$ cat config.mk
export PLATFORM = sky130hd
export DESIGN_NAME = loop_detect_engine
export DESIGN_NICKNAME = d
export VERILOG_FILES = /design/src/rtl/loop_detect_engine.sv
export SDC_FILE = /design/constraint.sdc
export NUM_CORES = 1
export LEC_CHECK = 0
export CORE_ASPECT_RATIO = 2
export CORE_MARGIN = 5
export CORE_UTILIZATION = 59
export CTS_BUF_LIST = sky130_fd_sc_hd__clkbuf_2 sky130_fd_sc_hd__clkbuf_4 sky130_fd_sc_hd__clkbuf_8
export DETAILED_ROUTE_END_ITERATION = 8
export PLACE_DENSITY_LB_ADDON = 0.3
export SYNTH_ARGS = -nofsm -noshare
export SYNTH_HDL_FRONTEND = slang
export SYNTH_SLANG_ARGS = --single-unit
$ cat constraint.sdc
create_clock -name clk -period 5.9 [get_ports clk]
set_input_delay 1.18 -clock clk [delete_from_list [all_inputs] [get_ports clk]]
set_output_delay 1.18 -clock clk [all_outputs]
set_load 0.02 [all_outputs]
$ cat src/rtl/loop_detect_engine.sv
// Combinational-loop detector for a directed driver->load graph.
// Edges are streamed into an adjacency matrix while IDLE. An iterative DFS with
// white/grey/black colouring then examines one adjacency bit per cycle.
//
// state  | meaning
// IDLE   | accepts edges, clear and start
// SCAN   | looks for the next white root v in ascending order
// DFS    | examines adj[top][ptr[top]], pushing or popping as needed
// FINISH | one-cycle done pulse, then back to IDLE
module loop_detect_engine #(
  parameter  int NODES = 16,
  localparam int NW    = $clog2(NODES)
) (
  input  logic          clk,
  input  logic          rst_n,
  input  logic          clear,
  input  logic          edge_valid,
  output logic          edge_ready,
  input  logic [NW-1:0] edge_src,
  input  logic [NW-1:0] edge_dst,
  input  logic          start,
  output logic          busy,
  output logic          done,
  output logic          loop_found,
  output logic [NW-1:0] loop_node
);

  typedef enum logic [1:0] {S_IDLE, S_SCAN, S_DFS, S_FINISH} state_t;

  localparam logic [1:0]    WHITE = 2'd0;
  localparam logic [1:0]    GREY  = 2'd1;
  localparam logic [1:0]    BLACK = 2'd2;
  localparam logic [NW-1:0] LAST  = NW'(NODES - 1);

  state_t                     state_q, state_d;
  logic [NODES-1:0][NODES-1:0] adj_q, adj_d;
  logic [NODES-1:0][1:0]       col_q, col_d;
  logic [NODES-1:0][NW-1:0]    stk_q, stk_d;
  // One extra bit so a node whose last child was NODES-1 can be seen as exhausted.
  logic [NODES-1:0][NW:0]      ptr_q, ptr_d;
  logic [NW:0]                 sp_q, sp_d;
  logic [NW-1:0]               v_q, v_d;
  logic                        lf_q, lf_d;
  logic [NW-1:0]               ln_q, ln_d;

  logic [NW-1:0] u;
  logic [NW-1:0] w;
  logic          exhausted;
  logic          hit;

  assign u          = stk_q[NW'(sp_q - (NW+1)'(1))];
  assign w          = ptr_q[u][NW-1:0];
  assign exhausted  = ptr_q[u][NW];
  assign hit        = !exhausted && adj_q[u][w];

  assign edge_ready = (state_q == S_IDLE) && !clear;
  assign busy       = (state_q == S_SCAN) || (state_q == S_DFS);
  assign done       = (state_q == S_FINISH);
  assign loop_found = lf_q;
  assign loop_node  = ln_q;

  // Next-state and datapath updates for the search FSM.
  always_comb begin
    state_d = state_q;
    adj_d   = adj_q;
    col_d   = col_q;
    stk_d   = stk_q;
    ptr_d   = ptr_q;
    sp_d    = sp_q;
    v_d     = v_q;
    lf_d    = lf_q;
    ln_d    = ln_q;
    case (state_q)
      S_IDLE: begin
        if (clear) begin
          adj_d = '0;
          lf_d  = 1'b0;
          ln_d  = '0;
        end else if (edge_valid) begin
          adj_d[edge_src][edge_dst] = 1'b1;
        end
        if (start) begin
          state_d = S_SCAN;
          v_d     = '0;
          col_d   = '0;
          sp_d    = '0;
          lf_d    = 1'b0;
          ln_d    = '0;
        end
      end
      S_SCAN: begin
        if (col_q[v_q] == WHITE) begin
          col_d[v_q]              = GREY;
          stk_d[sp_q[NW-1:0]]     = v_q;
          sp_d                    = sp_q + (NW+1)'(1);
          ptr_d[v_q]              = '0;
          state_d                 = S_DFS;
        end else if (v_q == LAST) begin
          state_d = S_FINISH;
        end else begin
          v_d = v_q + NW'(1);
        end
      end
      S_DFS: begin
        if (hit && col_q[w] == GREY) begin
          lf_d    = 1'b1;
          ln_d    = w;
          state_d = S_FINISH;
        end else if (hit && col_q[w] == WHITE) begin
          col_d[w]            = GREY;
          stk_d[sp_q[NW-1:0]] = w;
          sp_d                = sp_q + (NW+1)'(1);
          ptr_d[u]            = ptr_q[u] + (NW+1)'(1);
          ptr_d[w]            = '0;
        end else if (exhausted || w == LAST) begin
          col_d[u] = BLACK;
          sp_d     = sp_q - (NW+1)'(1);
          if (sp_q == (NW+1)'(1)) begin
            if (v_q == LAST) begin
              state_d = S_FINISH;
            end else begin
              v_d     = v_q + NW'(1);
              state_d = S_SCAN;
            end
          end
        end else begin
          ptr_d[u] = ptr_q[u] + (NW+1)'(1);
        end
      end
      S_FINISH: state_d = S_IDLE;
      default:  state_d = S_IDLE;
    endcase
  end

  // State and datapath registers with synchronous active-low reset.
  always_ff @(posedge clk) begin
    if (!rst_n) begin
      state_q <= S_IDLE;
      adj_q   <= '0;
      col_q   <= '0;
      stk_q   <= '0;
      ptr_q   <= '0;
      sp_q    <= '0;
      v_q     <= '0;
      lf_q    <= 1'b0;
      ln_q    <= '0;
    end else begin
      state_q <= state_d;
      adj_q   <= adj_d;
      col_q   <= col_d;
      stk_q   <= stk_d;
      ptr_q   <= ptr_d;
      sp_q    <= sp_d;
      v_q     <= v_d;
      lf_q    <= lf_d;
      ln_q    <= ln_d;
    end
  end

endmodule

==> out/qor.txt, run 1 <==
Tcrit/Tclk final: 0.989
Pleak: 9.24 nW
DRC violations left: 0
post-synthesis sequential area ratio: 0.420
vias per inst: 6.73
vias: 21296
top post-synthesis cells by area: dfxtp_1 42%, a21oi_1 7.8%, nor2_1 6.3%, nand2_1 6.3%, mux2i_1 5.2%
critical path type: flop to flop
nets@finish: 2695
GRT overflow: 0
all-layer global routing usage: 0.406
R2R depth: 23
Compound-Gate Fraction of Synth Area: 0.227
Slew @ Worst Pin: 1.24 ns
Clock transition at path regs: 0.07 ns
nature of the critical path startpoint: flop
peak supply drop: 0.396 mV
number of iterations in the first detailed-routing pass: 6
post-route cell area: 24500 um^2
Hold Fails Final Rpt: 0
worst skew pair latency: 0.68 ns
pwr dens: 298 nW/um^2
# IOs: 21
CTS H-Tree Depth: 2
Root Driver: clkbuf_8
most area-hungry cell type in the Yosys netlist: dfxtp_1
Hold Path Sink: stk_q[2]$_SDFFE_PN0P_
largest family of logic cells by synthesized area: compound AO/OA/AOI/OAI gates
initial antenna violation count: 2
Cell Chain, Critical Path: inv_1, ha_1, buf_4, mux4_2, mux2i_4, mux2_2, buf_12, buf_4, nand2_1, and3_1, a31oi_2, a221oi_4, buf_4, nand4b_1, a211o_1, and4_4, buf_4, a31oi_2, buf_4, nand3_1, buf_4, nor2_1, o221a_2
Post-synth top cells: 448 x dfxtp_1, 361 x nor2_1, 357 x nand2_1, 334 x a21oi_1, 130 x clkbuf_1
Clock Path Buffers: 3
synthesized area: 21400 um^2
xor/xnor share of the synthesized area: 0.00293
global-route wire length before repair: 125 mm
most frequent cell after synthesis: dfxtp_1
mux contribution to synthesized area: 0.0838
max cap viols: 0
CTS Buf Count: 61
Die Height: 279 um
dpl hpwl: 58.7 mm
status: finished, final reports clean
worst r2r src: sp_q[0]$_SDFFE_PN0P_
Slew Limit Fails: 0
asr flop ratio synth: 0
Cells on Worst Hold Path: 2
largest net degree at the start of global routing: 98
RePlAce Congestion: 1.07
Achievable Freq: 171 MHz
Buf+Inv Stages, Crit Path: 8
core area: 35800 um^2
Starting DRT DRC Count: 1835
WP data arrival: 6.41 ns
die outline width: 145 um
clk_skew: 0.0501 ns
WL/cell: 26.3 um
setup violators final: 0
CTS tree: built
Post-synth EDFFs: 0
ys flop type: dfxtp_1
flops & latches, synth: 448
cell mode on critical path: buf_4
Place WS: -0.258 ns
# port buffers: 20
unrepaired setup endpoints after global routing: true
yosys warns: 0
ANT nets after route: 0
min cycle time layout: 5.84 ns
hold buffer count at cts: 0
simple-gate share of the synthesized area: 0.211
syn_nets: 2606
relative slew slack: 0.167
Crit-path slowest cell: a211o_1
fin worst setup slack: 0.0641 ns
crit-path leading delay family: buffers and inverters
Hold Startpoint: stk_q[2]$_SDFFE_PN0P_
Fin Hold WS: 0.460 ns
vias in the first global route: 21047
placed instance count: 3040
Max stage delay on crit path: 0.38 ns
mean post-synth cell area: 8.28 um^2
R2R Setup Slk: 0.06 ns
Syn Inst Count: 2579
area share of fa/ha/maj cells after synthesis: 0.00820
Initial Utilization: 0.597
FF-to-FF End: col_q[15]$_SDFFE_PN0P_
die area: 40400 um^2
layout cell share with drive strength beyond 1: 0.169
critical-path maximum fanout: 29
Layout area overhead: 14.5%
synth unique cells: 100
Post-Route WL: 83.1 mm
worst hold path class: flop to flop
Crit. End Element: flop
WP data required: 6.47 ns
clk sinks: 448
Site Rows: 98
post-route insts no fill: 3163
Synth top area share: 0.420
Cell Area, Placed: 22900 um^2
## metrics by stage
stage                     utilization  total power [mW]  TNS (ns)
after floorplan                     -              4.12         0
after global placement          0.639              4.66    -0.972
after detailed placement        0.639              4.67     -6.19
after CTS                       0.677              7.24         0
after global routing            0.683              7.52   -0.0753
final                           0.684              7.30         0
## area by class of cell
cell class	count	area [um^2]
Inverter	27	101
Tap cell	450	563
Timing Repair Buffer	226	1890
Sequential cell	448	8970
Fill cell	3062	11300
Multi-Input combinational cell	1904	11600
Clock buffer	92	1170
Antenna cell	2	5.00
Clock inverter	14	165
## state kept, by name, indices dropped and copies added (netlist names), 2 cells and up
signal / flops
v_q: 4
state_q: 2
col_q: 32
sp_q: 5
loop_node: 4
ptr_q: 80
stk_q: 64
adj_q: 256
## power by group
group / switching (mW) / total (mW) / internal [mW]
sequential: 0.0286 / 3.07 / 3.04
clock: 1.22 / 2.62 / 1.39
combinational: 1.13 / 1.61 / 0.480
total: 2.38 / 7.30 / 4.92
## repair_timing
item | CTS | global route
gates cloned | 0 | 1
endpoints found under the setup margin | 108 | 162
buffers inserted | 0 | 14
pin swaps | 1 | 7
gates resized for setup | 3 | 22
## worst max-delay path by stage
stage | slack (ns) | cells past startpoint | to | from
after floorplan | 0.27 | 23 | state_q[0]$_SDFFE_PN0P_ | sp_q[0]$_SDFFE_PN0P_
after global placement | -0.13 | 19 | ptr_q[70]$_SDFFE_PN0P_ | sp_q[0]$_SDFFE_PN0P_
after global routing | -0.03 | 22 | col_q[22]$_SDFFE_PN0P_ | sp_q[0]$_SDFFE_PN0P_
after detailed placement | -0.26 | 19 | ptr_q[70]$_SDFFE_PN0P_ | sp_q[0]$_SDFFE_PN0P_
final | 0.06 | 23 | col_q[15]$_SDFFE_PN0P_ | sp_q[0]$_SDFFE_PN0P_
after CTS | 0.01 | 20 | col_q[28]$_SDFFE_PN0P_ | sp_q[0]$_SDFFE_PN0P_
## routing by layer
metal | up-vias | track usage | routed length [um]
li1 | 9433 | - | -
met1 | 10096 | 0.401 | 26200
met2 | 1213 | 0.686 | 40600
met3 | 554 | 0.0865 | 6320
met4 | 0 | 0.377 | 9970
met5 | - | 0 | 0
## kinds of logic after synthesis
logic type / count (synthesis)
AOI/OAI and AO/OA: 732
adders and majority gates: 14
xor gates and xnor gates: 5
DFF: 448
muxes: 152
and+or+nand+nor: 1000
buffers and inverters: 228
## worst reg2reg max path: stages, from the launching register on
cell and delay [ns]:
dfxtp_1 0.37, inv_1 0.10, ha_1 0.31, buf_4 0.20
mux4_2 0.35, mux2i_4 0.22, mux2_2 0.22, buf_12 0.21
buf_4 0.36, nand2_1 0.11, and3_1 0.21, a31oi_2 0.33
a221oi_4 0.18, buf_4 0.24, nand4b_1 0.29, a211o_1 0.38
and4_4 0.23, buf_4 0.14, a31oi_2 0.21, buf_4 0.16
nand3_1 0.34, buf_4 0.32, nor2_1 0.09, o221a_2 0.19
## layout by cell type (no fill, tap or decap), drive strengths merged, types with 6 or more instances in the layout
master and count:
or4 8, mux4 19, a22oi 15, nand2b 11
and2 7, nand3 78, a21boi 7, nor4 23
a21oi 347, buf 207, nor2b 7, ha 14
a31o 6, mux2 22, nor2 366, clkinv 9
a22o 56, a31oi 55, a2111oi 13, o31ai 7
and3 55, inv 28, nand4 6, a32o 16
o211ai 13, dfxtp 448, clkbuf 92, nand2 361
mux2i 111, clkdlybuf4s50 19, a311oi 17, o22ai 23
a211oi 40, nor3 57, o21ai 56
Note: power is estimated with default switching activity, not from simulation.
==> run 2: changes to the inputs <==
--- a/config.mk
+++ b/config.mk
@@ -10,7 +10,7 @@
 export CORE_UTILIZATION = 59
 export CTS_BUF_LIST = sky130_fd_sc_hd__clkbuf_2 sky130_fd_sc_hd__clkbuf_4 sky130_fd_sc_hd__clkbuf_8
 export DETAILED_ROUTE_END_ITERATION = 8
-export PLACE_DENSITY_LB_ADDON = 0.3
+export PLACE_DENSITY_LB_ADDON = 0.1
 export SYNTH_ARGS = -nofsm -noshare
 export SYNTH_HDL_FRONTEND = slang
 export SYNTH_SLANG_ARGS = --single-unit
==> run 2 against run 1 <==
Effect of this change: combinational power rose by 6%; register-to-register slack barely moved; worst hold slack got worse by 0.0031 ns; non-clock buffer count rose by 21; critical path depth is 1 lower; count of clock-buffer cells in the layout stayed put; critical path type unchanged; critical endpoint is now stk_q[46]$_SDFFE_PN0P_; largest cell class unchanged.
==> out/qor.txt, run 2 (synthesis gave the netlist of run 1 again) <==
status: finished, final reports clean (unchanged)
clk_skew: 0.0384 ns (was 0.0501 ns)
Pleak: 9.42 nW (was 9.24 nW)
vias per inst: 6.65 (was 6.73)
number of iterations in the first detailed-routing pass: 6 (unchanged)
Site Rows: 98 (unchanged)
# port buffers: 20 (unchanged)
min cycle time layout: 5.84 ns (about the same)
initial antenna violation count: 2 (unchanged)
Die Height: 279 um (unchanged)
most flop-heavy register: adj_q (unchanged)
RePlAce Congestion: 1.05 (was 1.07)
Switching Share: 0.321 (was 0.326)
fin util: 0.694 (was 0.684)
WL/cell: 25.8 um (was 26.3 um)
clk sinks: 448 (unchanged)
number of flip-flops in the largest register: 256 (unchanged)
peak supply drop: 0.425 mV (was 0.396 mV)
post-route cell area: 24900 um^2 (was 24500 um^2)
Slew Limit Fails: 0 (unchanged)
CTS tree: built (unchanged)
dpl hpwl: 58.1 mm (was 58.7 mm)
Largest regs: adj_q (256), ptr_q (80), stk_q (64) (unchanged)
relative slew slack: 0.103 (was 0.167)
nets@finish: 2716 (was 2695)
WP data arrival: 6.37 ns (was 6.41 ns)
vias: 21191 (was 21296)
hold buffer count at cts: 0 (unchanged)
vias in the first global route: 21031 (was 21047)
Clock transition at path regs: 0.07 ns (about the same)
layout cell share with drive strength beyond 1: 0.178 (was 0.169)
CTS H-Tree Depth: 2 (unchanged)
nature of the critical path startpoint: flop (unchanged)
all-layer global routing usage: 0.402 (was 0.406)
Post-Route WL: 82.2 mm (was 83.1 mm)
register area: 8970 um^2 (about the same)
core area: 35800 um^2 (unchanged)
combinational share of power: 0.228 (was 0.220)
critical-path maximum fanout: 34 (was 29)
Clock power frac: 0.361 (was 0.359)
Clock Path Buffers: 3 (unchanged)
Slew @ Worst Pin: 1.33 ns (was 1.24 ns)
fin worst setup slack: 0.0645 ns (was 0.0641 ns)
setup_tns: 0 ns (unchanged)
Fillers: 2916 (was 3062)
max cap viols: 0 (unchanged)
Achievable Freq: 171 MHz (about the same)
Hold Fails Final Rpt: 0 (unchanged)
commonest non-fill, non-tap cell in the layout: dfxtp_1 (unchanged)
Starting DRT DRC Count: 1813 (was 1835)
most frequent cells in the layout: 447 x dfxtp_1, 361 x nor2_1, 356 x nand2_1, 333 x a21oi_1, 203 x buf_4 (was 448 x dfxtp_1, 359 x nor2_1, 355 x nand2_1, 334 x a21oi_1, 194 x buf_4)
ANT nets after route: 0 (unchanged)
Root Driver: clkbuf_8 (unchanged)
DRC violations left: 0 (unchanged)
worst hold path class: flop to flop (unchanged)
Tcrit/Tclk final: 0.989 (about the same)
Pwr Total: 7.48 mW (was 7.30 mW)
largest net degree at the start of global routing: 109 (was 98)
switching power total: 2.40 mW (was 2.38 mW)
critical path type: flop to flop (unchanged)
die outline width: 145 um (unchanged)
worst skew pair latency: 0.72 ns (was 0.68 ns)
pwr dens: 301 nW/um^2 (was 298 nW/um^2)
GRT overflow: 0 (unchanged)
area of the multi-input gates: 11700 um^2 (was 11600 um^2)
CTS Buf Count: 61 (unchanged)
Initial Utilization: 0.597 (unchanged)
# IOs: 21 (unchanged)
WP data required: 6.44 ns (was 6.47 ns)
global-route wire length before repair: 124 mm (was 125 mm)
die area: 40400 um^2 (unchanged)
Flop pwr share: 0.411 (was 0.421)
Crit. End Element: flop (unchanged)
Int Pwr: 5.08 mW (was 4.92 mW)
Place WS: -0.549 ns (was -0.258 ns)
Layout area overhead: 16.4% (was 14.5%)
Cell Area, Placed: 23100 um^2 (was 22900 um^2)
setup violators final: 0 (unchanged)
-- run 2: changes by cell type in the layout (fill, tap and decap cells not counted), moves of 4 or more --
cell / delta
buf_12: +8
clkbuf_4: -4
buf_4: +9
clkbuf_8: +4
-- run 2: repair_timing --
| item | in CTS | in global routing |
|---|---|---|
| setup endpoints to repair | 191 | 187 |
| pin swaps | 4 | 4 |
| resized for setup | 9 | 38 |
| hold endpoints to repair | 0 | 0 |
| gates cloned | 0 | 1 |
| setup buffers | 8 | 3 |
-- run 2: layout make-up --
class                           instances  area share
Clock buffer                           92      0.0479
Multi-Input combinational cell       1904       0.470
Antenna cell                            2    0.000201
Tap cell                              450      0.0226
Timing Repair Buffer                  247      0.0871
Inverter                               27     0.00408
Clock inverter                         15     0.00775
Sequential cell                       448       0.361
-- run 2: path summary, 6_finish.rpt --
kind                            end  slack, ns  cells past startpoint                   start
max reg2reg  stk_q[46]$_SDFFE_PN0P_       0.06                     22    sp_q[1]$_SDFFE_PN0P_
max          stk_q[46]$_SDFFE_PN0P_       0.06                     22    sp_q[1]$_SDFFE_PN0P_
min          stk_q[39]$_SDFFE_PN0P_       0.46                      2  stk_q[39]$_SDFFE_PN0P_
min reg2reg  stk_q[39]$_SDFFE_PN0P_       0.46                      2  stk_q[39]$_SDFFE_PN0P_
-- run 2: metrics by stage --
| stage | hold slack [ns] | instances |
|---|---|---|
| final | 0.457 | 3185 |
| after global routing | 0.483 | 3184 |
| after CTS | 0.459 | 3179 |
| after detailed placement | 0.449 | 3064 |
| after global placement | 0.439 | 3064 |
| after floorplan | 0.426 | 2579 |
-- run 2: per-layer routing --
| metal | part of all wire | vias up | GRT usage |
|---|---|---|---|
| li1 | - | 9461 | - |
| met1 | 0.32 | 9969 | 0.412 |
| met2 | 0.48 | 1237 | 0.663 |
| met3 | 0.080 | 524 | 0.0859 |
| met4 | 0.12 | 0 | 0.375 |
| met5 | 0 | - | 0.00251 |
-- run 2: worst max-delay path: stages (launching register included) --
cell	delay [ns]
dfxtp_1	0.36
inv_2	0.08
ha_4	0.30
buf_12	0.13
mux4_2	0.32
mux2i_2	0.35
buf_4	0.19
mux2i_4	0.08
buf_12	0.17
a31o_2	0.24
a21oi_1	0.23
a211oi_4	0.12
or4_4	0.59
buf_12	0.21
mux2_4	0.33
a31oi_2	0.30
and4_4	0.31
and4_4	0.34
nor2_2	0.07
a211oi_4	0.22
buf_12	0.21
nand3_1	0.23
mux2i_1	0.20
-- run 2: power by group through the flow --
stage | Sequential, mW | Combinational [mW] | Clock, mW
2_1_floorplan | 3.13 | 0.992 | 0
3_3_place_gp | 3.14 | 1.60 | 0
3_5_place_dp | 3.14 | 1.62 | 0
4_1_cts | 3.07 | 1.64 | 2.70
5_1_grt | 3.07 | 1.78 | 2.86
6_report | 3.07 | 1.71 | 2.70
